--- src/rtl/cpu_pkg.sv ---
// cpu_pkg: definitions shared by the register bank and the control unit.
//
// Contents
//   DataWidth   - datapath width (16 bits)
//   word_t      - one datapath word
//   Bit*        - indices into the write_en / inc_en / clr_en vectors
//   rd_sel_e    - bus source codes carried on read_en
//   next_word() - clr > write > inc update rule for one register
//
// Optional feature: the macro REG_BANK_R5_EN turns on register R5
// (enable bit BitR5, read code RdR5). The constants exist in both builds
// so that the control unit can be compiled unchanged.
package cpu_pkg;

    localparam int unsigned DataWidth = 16;

    typedef logic [DataWidth-1:0] word_t;

    // Enable-vector bit indices. Bits 0 and 13..15 have no target.
    localparam int unsigned BitPc    = 1;
    localparam int unsigned BitAr    = 2;
    localparam int unsigned BitIr    = 3;
    localparam int unsigned BitAcBus = 4;   // AC loaded from the bus
    localparam int unsigned BitR     = 5;
    localparam int unsigned BitR5    = 6;   // only used with REG_BANK_R5_EN
    localparam int unsigned BitR4    = 7;
    localparam int unsigned BitR3    = 8;
    localparam int unsigned BitR2    = 9;
    localparam int unsigned BitR1    = 10;
    localparam int unsigned BitDm    = 11;  // data memory write strobe
    localparam int unsigned BitAcAlu = 12;  // AC loaded from alu_out

    // Bus source codes. Reserved codes drive an all-zero bus.
    typedef enum logic [3:0] {
        RdNone   = 4'd0,
        RdPc     = 4'd1,
        RdAr     = 4'd2,
        RdRsvd3  = 4'd3,
        RdIr     = 4'd4,
        RdAc     = 4'd5,
        RdR      = 4'd6,
        RdR1     = 4'd7,
        RdR2     = 4'd8,
        RdR3     = 4'd9,
        RdR4     = 4'd10,
        RdR5     = 4'd11,
        RdDm     = 4'd12,
        RdIm     = 4'd13,
        RdRsvd14 = 4'd14,
        RdRsvd15 = 4'd15
    } rd_sel_e;

    // Next value of a register: clear wins over write, write over increment.
    // Increment wraps modulo 2^DataWidth.
    function automatic word_t next_word(input logic  clr,
                                        input logic  we,
                                        input logic  inc,
                                        input word_t d,
                                        input word_t q);
        word_t res;
        if (clr) begin
            res = '0;
        end else if (we) begin
            res = d;
        end else if (inc) begin
            res = q + word_t'(1);
        end else begin
            res = q;
        end
        return res;
    endfunction

endpackage

--- src/rtl/reg16.sv ---
// reg16: one datapath register with clear, load and increment.
//
// Ports
//   clk    - clock, state updates on the rising edge
//   rst_n  - asynchronous active-low reset, clears the register
//   clr_i  - load zero (highest priority)
//   we_i   - load d_i
//   inc_i  - add one, wrapping (lowest priority)
//   d_i    - load data
//   q_o    - register contents
module reg16
    import cpu_pkg::*;
(
    input  logic                 clk,
    input  logic                 rst_n,
    input  logic                 clr_i,
    input  logic                 we_i,
    input  logic                 inc_i,
    input  logic [DataWidth-1:0] d_i,
    output logic [DataWidth-1:0] q_o
);

    logic [DataWidth-1:0] q_d;
    logic [DataWidth-1:0] q_q;

    always_comb begin
        q_d = next_word(clr_i, we_i, inc_i, d_i, q_q);
    end

    always_ff @(posedge clk or negedge rst_n) begin
        if (!rst_n) begin
            q_q <= '0;
        end else begin
            q_q <= q_d;
        end
    end

    assign q_o = q_q;

endmodule

--- src/rtl/reg_bank.sv ---
// reg_bank: CPU register file with a single shared data bus.
//
// A source is put on the bus with read_en (see cpu_pkg::rd_sel_e). The
// selected value is also captured in a bus latch, so a source read in one
// cycle can still be written into a register in a later cycle where
// read_en is zero. Registers load from that effective bus, except AC,
// which can also load alu_out.
//
// Ports
//   clk, rst_n                 - clock and asynchronous active-low reset
//   write_en, inc_en, clr_en   - per-target load / increment / clear enables
//   read_en                    - bus source code
//   alu_out                    - ALU result, alternate AC load source
//   im_data, dm_data           - instruction / data memory read data
//   pc, ar, ir, ac, r, r1..r4  - register contents
//   r5                         - extra register, only with REG_BANK_R5_EN
//   z                          - 1 when ac is zero, else 0 (16-bit wide)
//   im_addr, dm_addr           - memory addresses (pc, ar)
//   dm_we, dm_wdata            - data memory write strobe and data
//
// Build option: define REG_BANK_R5_EN to add register R5 (enable bit 6,
// read code 11). Without it, bit 6 is ignored and code 11 reads zero.
module reg_bank
    import cpu_pkg::*;
(
    input  logic                 clk,
    input  logic                 rst_n,
    input  logic [15:0]          write_en,
    input  logic [15:0]          inc_en,
    input  logic [15:0]          clr_en,
    input  logic [3:0]           read_en,
    input  logic [DataWidth-1:0] alu_out,
    input  logic [DataWidth-1:0] im_data,
    input  logic [DataWidth-1:0] dm_data,
    output logic [DataWidth-1:0] pc,
    output logic [DataWidth-1:0] ar,
    output logic [DataWidth-1:0] ir,
    output logic [DataWidth-1:0] ac,
    output logic [DataWidth-1:0] r,
    output logic [DataWidth-1:0] r1,
    output logic [DataWidth-1:0] r2,
    output logic [DataWidth-1:0] r3,
    output logic [DataWidth-1:0] r4,
`ifdef REG_BANK_R5_EN
    output logic [DataWidth-1:0] r5,
`endif
    output logic [DataWidth-1:0] z,
    output logic [DataWidth-1:0] im_addr,
    output logic [DataWidth-1:0] dm_addr,
    output logic                 dm_we,
    output logic [DataWidth-1:0] dm_wdata
);

    logic [DataWidth-1:0] bus_sel;   // combinational source selection
    logic [DataWidth-1:0] bus_q;     // last value driven onto the bus
    logic [DataWidth-1:0] bus_eff;   // what every bus write actually sees
    logic                 bus_drive;

    logic                 ac_clr;
    logic                 ac_we;
    logic                 ac_inc;
    logic [DataWidth-1:0] ac_d;

    // ---------------------------------------------------------------------
    // Bus source selection
    // ---------------------------------------------------------------------
    always_comb begin
        bus_sel = '0;
        unique case (read_en)
            RdPc:    bus_sel = pc;
            RdAr:    bus_sel = ar;
            RdIr:    bus_sel = ir;
            RdAc:    bus_sel = ac;
            RdR:     bus_sel = r;
            RdR1:    bus_sel = r1;
            RdR2:    bus_sel = r2;
            RdR3:    bus_sel = r3;
            RdR4:    bus_sel = r4;
`ifdef REG_BANK_R5_EN
            RdR5:    bus_sel = r5;
`endif
            RdDm:    bus_sel = dm_data;
            RdIm:    bus_sel = im_data;
            default: bus_sel = '0;
        endcase
    end

    assign bus_drive = (read_en != 4'd0);

    // The latch only follows the bus while a source is being driven.
    reg16 u_bus_latch (
        .clk   (clk),
        .rst_n (rst_n),
        .clr_i (1'b0),
        .we_i  (bus_drive),
        .inc_i (1'b0),
        .d_i   (bus_sel),
        .q_o   (bus_q)
    );

    assign bus_eff = bus_drive ? bus_sel : bus_q;

    // ---------------------------------------------------------------------
    // General registers, all loaded from the effective bus
    // ---------------------------------------------------------------------
    reg16 u_pc (
        .clk   (clk),
        .rst_n (rst_n),
        .clr_i (clr_en[BitPc]),
        .we_i  (write_en[BitPc]),
        .inc_i (inc_en[BitPc]),
        .d_i   (bus_eff),
        .q_o   (pc)
    );

    reg16 u_ar (
        .clk   (clk),
        .rst_n (rst_n),
        .clr_i (clr_en[BitAr]),
        .we_i  (write_en[BitAr]),
        .inc_i (inc_en[BitAr]),
        .d_i   (bus_eff),
        .q_o   (ar)
    );

    reg16 u_ir (
        .clk   (clk),
        .rst_n (rst_n),
        .clr_i (clr_en[BitIr]),
        .we_i  (write_en[BitIr]),
        .inc_i (inc_en[BitIr]),
        .d_i   (bus_eff),
        .q_o   (ir)
    );

    reg16 u_r (
        .clk   (clk),
        .rst_n (rst_n),
        .clr_i (clr_en[BitR]),
        .we_i  (write_en[BitR]),
        .inc_i (inc_en[BitR]),
        .d_i   (bus_eff),
        .q_o   (r)
    );

    reg16 u_r1 (
        .clk   (clk),
        .rst_n (rst_n),
        .clr_i (clr_en[BitR1]),
        .we_i  (write_en[BitR1]),
        .inc_i (inc_en[BitR1]),
        .d_i   (bus_eff),
        .q_o   (r1)
    );

    reg16 u_r2 (
        .clk   (clk),
        .rst_n (rst_n),
        .clr_i (clr_en[BitR2]),
        .we_i  (write_en[BitR2]),
        .inc_i (inc_en[BitR2]),
        .d_i   (bus_eff),
        .q_o   (r2)
    );

    reg16 u_r3 (
        .clk   (clk),
        .rst_n (rst_n),
        .clr_i (clr_en[BitR3]),
        .we_i  (write_en[BitR3]),
        .inc_i (inc_en[BitR3]),
        .d_i   (bus_eff),
        .q_o   (r3)
    );

    reg16 u_r4 (
        .clk   (clk),
        .rst_n (rst_n),
        .clr_i (clr_en[BitR4]),
        .we_i  (write_en[BitR4]),
        .inc_i (inc_en[BitR4]),
        .d_i   (bus_eff),
        .q_o   (r4)
    );

`ifdef REG_BANK_R5_EN
    reg16 u_r5 (
        .clk   (clk),
        .rst_n (rst_n),
        .clr_i (clr_en[BitR5]),
        .we_i  (write_en[BitR5]),
        .inc_i (inc_en[BitR5]),
        .d_i   (bus_eff),
        .q_o   (r5)
    );
`endif

    // ---------------------------------------------------------------------
    // Accumulator: two enable bits address it. alu_out beats the bus when
    // both write bits are set; a clear on either bit beats any write.
    // ---------------------------------------------------------------------
    assign ac_clr = clr_en[BitAcBus] | clr_en[BitAcAlu];
    assign ac_we  = write_en[BitAcBus] | write_en[BitAcAlu];
    assign ac_inc = inc_en[BitAcBus] | inc_en[BitAcAlu];
    assign ac_d   = write_en[BitAcAlu] ? alu_out : bus_eff;

    reg16 u_ac (
        .clk   (clk),
        .rst_n (rst_n),
        .clr_i (ac_clr),
        .we_i  (ac_we),
        .inc_i (ac_inc),
        .d_i   (ac_d),
        .q_o   (ac)
    );

    // ---------------------------------------------------------------------
    // Status and memory interface
    // ---------------------------------------------------------------------
    assign z        = {{(DataWidth-1){1'b0}}, (ac == '0)};
    assign im_addr  = pc;
    assign dm_addr  = ar;
    // Gated by reset so memory is never written while the bank is cleared.
    assign dm_we    = rst_n & write_en[BitDm];
    assign dm_wdata = bus_eff;

    // Enable bits with no target in this build.
    logic unused_en;
`ifdef REG_BANK_R5_EN
    assign unused_en = ^{write_en[0], write_en[15:13],
                         inc_en[0], inc_en[BitDm], inc_en[15:13],
                         clr_en[0], clr_en[BitDm], clr_en[15:13]};
`else
    assign unused_en = ^{write_en[0], write_en[BitR5], write_en[15:13],
                         inc_en[0], inc_en[BitR5], inc_en[BitDm], inc_en[15:13],
                         clr_en[0], clr_en[BitR5], clr_en[BitDm], clr_en[15:13]};
`endif

endmodule

--- config.mk ---
export PLATFORM = sky130hd
export DESIGN_NAME = reg_bank
export DESIGN_NICKNAME = d
export VERILOG_FILES = /design/src/rtl/cpu_pkg.sv /design/src/rtl/reg16.sv /design/src/rtl/reg_bank.sv
export SDC_FILE = /design/constraint.sdc
export NUM_CORES = 1
export LEC_CHECK = 0
export BUFFER_PORTS_ARGS = -buffer_cell sky130_fd_sc_hd__buf_2
export CAP_MARGIN = 20
export CORE_MARGIN = 10
export CORE_UTILIZATION = 49
export DETAILED_ROUTE_END_ITERATION = 8
export PLACE_DENSITY = 0.78
export SKIP_LAST_GASP = 1
export SYNTH_ARGS = -nofsm -noshare
export SYNTH_HDL_FRONTEND = slang
export SYNTH_SLANG_ARGS = --single-unit
--- constraint.sdc ---
create_clock -name clk -period 2.8 [get_ports clk]
set_input_delay 0.7 -clock clk [delete_from_list [all_inputs] [get_ports clk]]
set_output_delay 0.7 -clock clk [all_outputs]
set_load 0.005 [all_outputs]
---- Word level (Yosys, flattened, before mapping) ----
Index checks and enable logic that the tools add are counted.
operators by class
  add/subtract/negate cells ............... 9
  reductions and logical operators ........ 11
  equality and inequality tests ........... 11
  mux-type cells .......................... 30
  bitwise operators ....................... 4
operators by type and width
  kind                                                  number
  two-way mux 16 bit                                    29
  case mux 16 bit (11 select lines)                     1
  adder 16 x 1 -> 16 bit (second input constant)        9
  nonzero test 3 bit                                    9
  equality test 4 bit (second input constant)           5
  equality test 4 x 3 -> 1 bit (second input constant)  4
  logical NOT 16 bit                                    1
  equality test 4 x 1 -> 1 bit (second input constant)  1
  equality test 4 x 2 -> 1 bit (second input constant)  1
  nonzero test 4 bit                                    1
  OR 1 bit                                              3
  AND 1 bit                                             1
storage, ports and cells
  output and inout port bits .............. 209
  flip-flop bits (word level) ............. 160
  word-level logic and storage cells ...... 75

---- Depth between registers and ports, before layout ----
  depth in word-level cells ............... 6
  mapped depth ............................ 9
  mapped depth without buffers ............ 6

---- Hierarchy ----
From an unflattened synthesis, not the netlist that was laid out.
unflattened totals
  cells, all modules ...................... 1415
  area total of the unflattened synthesis .. 12278.0 um^2
modules (own cells, without submodules)
  module    times used  cells an instance  sequential area each (um^2)  area each (um^2)
  reg16     10          106                400.4                        964.7
  reg_bank  1           355                0.0                          2631.3

---- Worst setup path after synthesis ----
Ideal clock, no wire load.
  path type ............................... input-to-output
  start ................................... input read_en[3]
  end ..................................... output dm_wdata[15]
  path slack .............................. -0.025 ns
  buffers on the path ..................... 3
  cell stages on the path ................. 8
  data required time ...................... 2.100 ns
  arrival time ............................ 2.125 ns
  cell sequence ........................... buf_6 -> buf_6 -> buf_2 -> mux2_2 -> a22oi_1 -> o2111ai_1 -> nor2_1 -> inv_1
on the way
  cells in the longest elaborated chain, start to end .. 3
ends and longest elaborated chain
  what                                               line            source
  start, declared                                    reg_bank.sv:31  input logic [3:0] read_en,
  equality test 4 bit, or another cell as far along  reg_bank.sv:69  unique case (read_en)
  case mux 16 bit (11 select lines)                  reg_bank.sv:69
  two-way mux 16 bit *                               n/a
  end, declared                                      reg_bank.sv:51  output logic [DataWidth-1:0] dm_wdata
Every way passes the cells marked *; elsewhere a longest branch is shown, timed or not.

---- Worst setup path after layout ----
  start ................................... input read_en[2]
  end ..................................... output dm_wdata[9]
Same word-level chain as after synthesis.

==> impl_metrics.yaml <==
critical_path:
  worstReg2RegStart: "u_ac.q_o[13]$_DFFE_PN0P_"
  arrival_ps: 2350
  reg2reg_slack_ps: 390
  cp_data_required_time_ps: 2100
  rr_endpoint: "u_ac.q_o[13]$_DFFE_PN0P_"
  reg2reg_depth: 12
  crit_fanout: 6
  startpoint_type: "input port"
  crit_path_end_kind: "output pin"
  critPathKind: "in2out"
sta:
  min_period_ps: 3050
  report.final.setup_viol: 16
  max_slew_margin_pct: 38.0
  hold_viol: 0
  tightest_slew_ps: 930
  fmax_ghz: 0.328
  rsz0062_at_grt: "yes"
  clock_skew_ps: 7.74
  setup_tns_ps: -2570
  layout_setup_ws_ps: -246
  slew_violations: 0
  finalCritPeriodShare_pct: 109
cts:
  clkTransAtPathRegs_ps: 70
  cts_buffers: 17
  cts_max_level: 4
  clock_latency_ps: 440
  clock_path_buffers: 2
  cts_hold_buffers: 0
  cts-root-buf: "clkbuf_16"
  clock-sinks: 160
  cts_tree: "built"
detailed_routing:
  finalWirelength_mm: 51.2
  drc: 0
  first_pass_iters: 6
  drt_iter0_markers: 1684
  vias_per_cell: 6.36
  ant_nets: 0
  wl_per_cell_microns: 26.1
  vias: 12500
final_layout:
  final_layout_size_suffix_gt1_share_pct: 37.7
  antenna_cells: 0
  layout.nets: 1750
  final_cells: 1964
  layout_commonest_cell: "buf_2"
  area_growth_pct: 33.7
  final_cell_mix: "266 x buf_2, 160 x dfrtp_1, 148 x buf_4"
  final_area_sq_um: 15300
grt:
  grt_usage_pct: 32.6
  grt_max_degree: 161
  use_met2_pct: 50.0
  grt_use_met3_pct: 8.91
  antenna_found_initial: 0
  grt_pass1_wl_mm: 75.5
  gr-total-overflow: 0
  met1_usage_pct: 41.6
  grt_pass1_vias: 12000
  busiest_layer: "met2"
run_status:
  violations: "setup timing"
  status: "finished with violations"
die:
  die-width_microns: 173
  die_area_sq_um: 29800
  fp-row-count: 55
  die_y_microns: 173
  pin_count: 311
  initial_core_util_pct: 50.2
  core_sq_um: 22800
place:
  placed_cell_area_sq_um: 13500
  pre_cts_slack_ps: -319
  placed_cells: 1875
  dp_hpwl_mm: 36.6
  io_buffers: 278
  gp_congestion: 1.05
synth:
  ys_seq_area_share_pct: 35.0
  synth_area_leader_cell: "dfrtp_1"
  netlist_area_sq_um: 11400
  synth_area_per_cell_sq_um: 8.88
  synth-seq-cells: 160
  dominantRegCellSynth: "dfrtp_1"
  synth_edf_count: 0
  async_flop_share_pct: 100
  ys_warn_count: 0
  yosysUniqueCellTypes: 86
  synth.top_cell.area_share_pct: 35.0
  synthCells: 1288
  synth.area.top_cells: "dfrtp_1 35%, a211oi_1 7.8%, xnor2_1 6.1%, nor2_1 3.8%, buf_4 3.4%"
power:
  ir_worst_vdd_mv: 0.343
  p_leak_uw: 0.00705
  pwr-share-clk_pct: 36.3
  p_per_area_nw_per_um2: 466
  seq_power_share_pct: 39.1
  pwr-share-comb_pct: 24.7
  internal_power_uw: 4800
  power_uw: 7120
  switchingPower_uw: 2320
  switching_share_pct: 32.6
run:
  cap_violations: 0
worst_hold_path:
  hold_class: "in2async"
==> worst max-delay path, cell delays in order <==
cell       delay, ps
buf_12           110
buf_12           150
buf_6            120
mux2_4           320
a32o_2           300
a2111oi_4        350
inv_1            130
buf_2            150
==> timing repair <==
action                     4_1_cts  5_1_grt
gates cloned                     2        1
setup endpoints to repair       16       18
pin swaps                       28       29
setup buffers                   38       16
resized for setup              101       53
hold endpoints to repair         0        0
==> registers in the layout, summed over array words and instances (netlist names) <==
name             count
u_r4.q_o            16
u_ac.q_o            16
u_r2.q_o            16
u_pc.q_o            16
u_ar.q_o            16
u_bus_latch.q_o     16
u_ir.q_o            16
u_r3.q_o            16
u_r.q_o             16
u_r1.q_o            16
==> area by class of cell <==
cell class	instances	area (sq um)
inverter	42	164
sequential	160	4000
fill	1814	7490
clock inverter	11	178
multi-input combinational	957	6950
clock buffer	21	460
tap	313	392
timing repair buffer	460	3140
==> synth_stat cells, drive strengths merged, types with 8 or more instances <==
| cell type | instances |
|---|---|
| nand2b | 8 |
| dfrtp | 160 |
| inv | 42 |
| nand3 | 56 |
| nand3b | 10 |
| clkbuf | 58 |
| a22o | 10 |
| and3 | 18 |
| nor3 | 51 |
| a32oi | 10 |
| mux2i | 13 |
| mux2 | 24 |
| and2 | 12 |
| buf | 85 |
| a22oi | 16 |
| a211oi | 120 |
| nand4 | 49 |
| a21oi | 28 |
| o221ai | 10 |
| a221oi | 8 |
| xnor2 | 79 |
| nand2 | 62 |
| o21a | 9 |
| ha | 10 |
| nor4 | 22 |
| o21ai | 28 |
| nor2b | 20 |
| and4 | 17 |
| xor2 | 40 |
| nor2 | 119 |
==> cell families (layout without fill, tap and decap cells) <==
| kind of cell | after synthesis | after routing | share of synthesized area, % |
|---|---|---|---|
| simple gates | 477 | 477 | 22.6 |
| fa+ha+maj | 10 | 10 | 1.09 |
| other cells | 1 | 15 | 0.0328 |
| compound gates | 297 | 297 | 19.8 |
| mux | 39 | 39 | 3.93 |
| xor+xnor | 119 | 119 | 9.12 |
| buf+inv | 185 | 534 | 8.40 |
| flops | 160 | 160 | 35.0 |
==> per-stage QoR <==
step / util [%] / hold slack, ps
6_report: 67.1 / 374
5_1_grt: 67.1 / 491
3_3_place_gp: 59.4 / 605
2_1_floorplan: - / 404
4_1_cts: 65.5 / 462
3_5_place_dp: 59.4 / 618
==> power by group through the flow <==
stage	Sequential, uW	Clock [uW]	Combinational (uW)
after global routing	2800	2680	1850
after detailed placement	2810	0	1500
final	2790	2580	1760
after floorplan	2700	0	785
after CTS	2770	2590	1650
after global placement	2800	0	1480
==> per-layer routing <==
layer | wire (microns) | share of wire, % | up-vias
met4 | 2680 | 5.2 | 0
met3 | 6290 | 12 | 171
met5 | 0 | 0 | -
li1 | - | - | 5419
met2 | 22900 | 45 | 894
met1 | 19400 | 38 | 6016
==> how the worst max path moves through the flow <==
stage | slack [ps] | startpoint | end
2_1_floorplan | -20 | read_en[2] | dm_wdata[5]
3_3_place_gp | -310 | read_en[1] | dm_wdata[0]
3_5_place_dp | -320 | read_en[1] | dm_wdata[0]
4_1_cts | -220 | read_en[2] | dm_wdata[9]
5_1_grt | -280 | read_en[2] | dm_wdata[9]
6_report | -250 | read_en[2] | dm_wdata[9]
(Power assumes the default switching activity.)
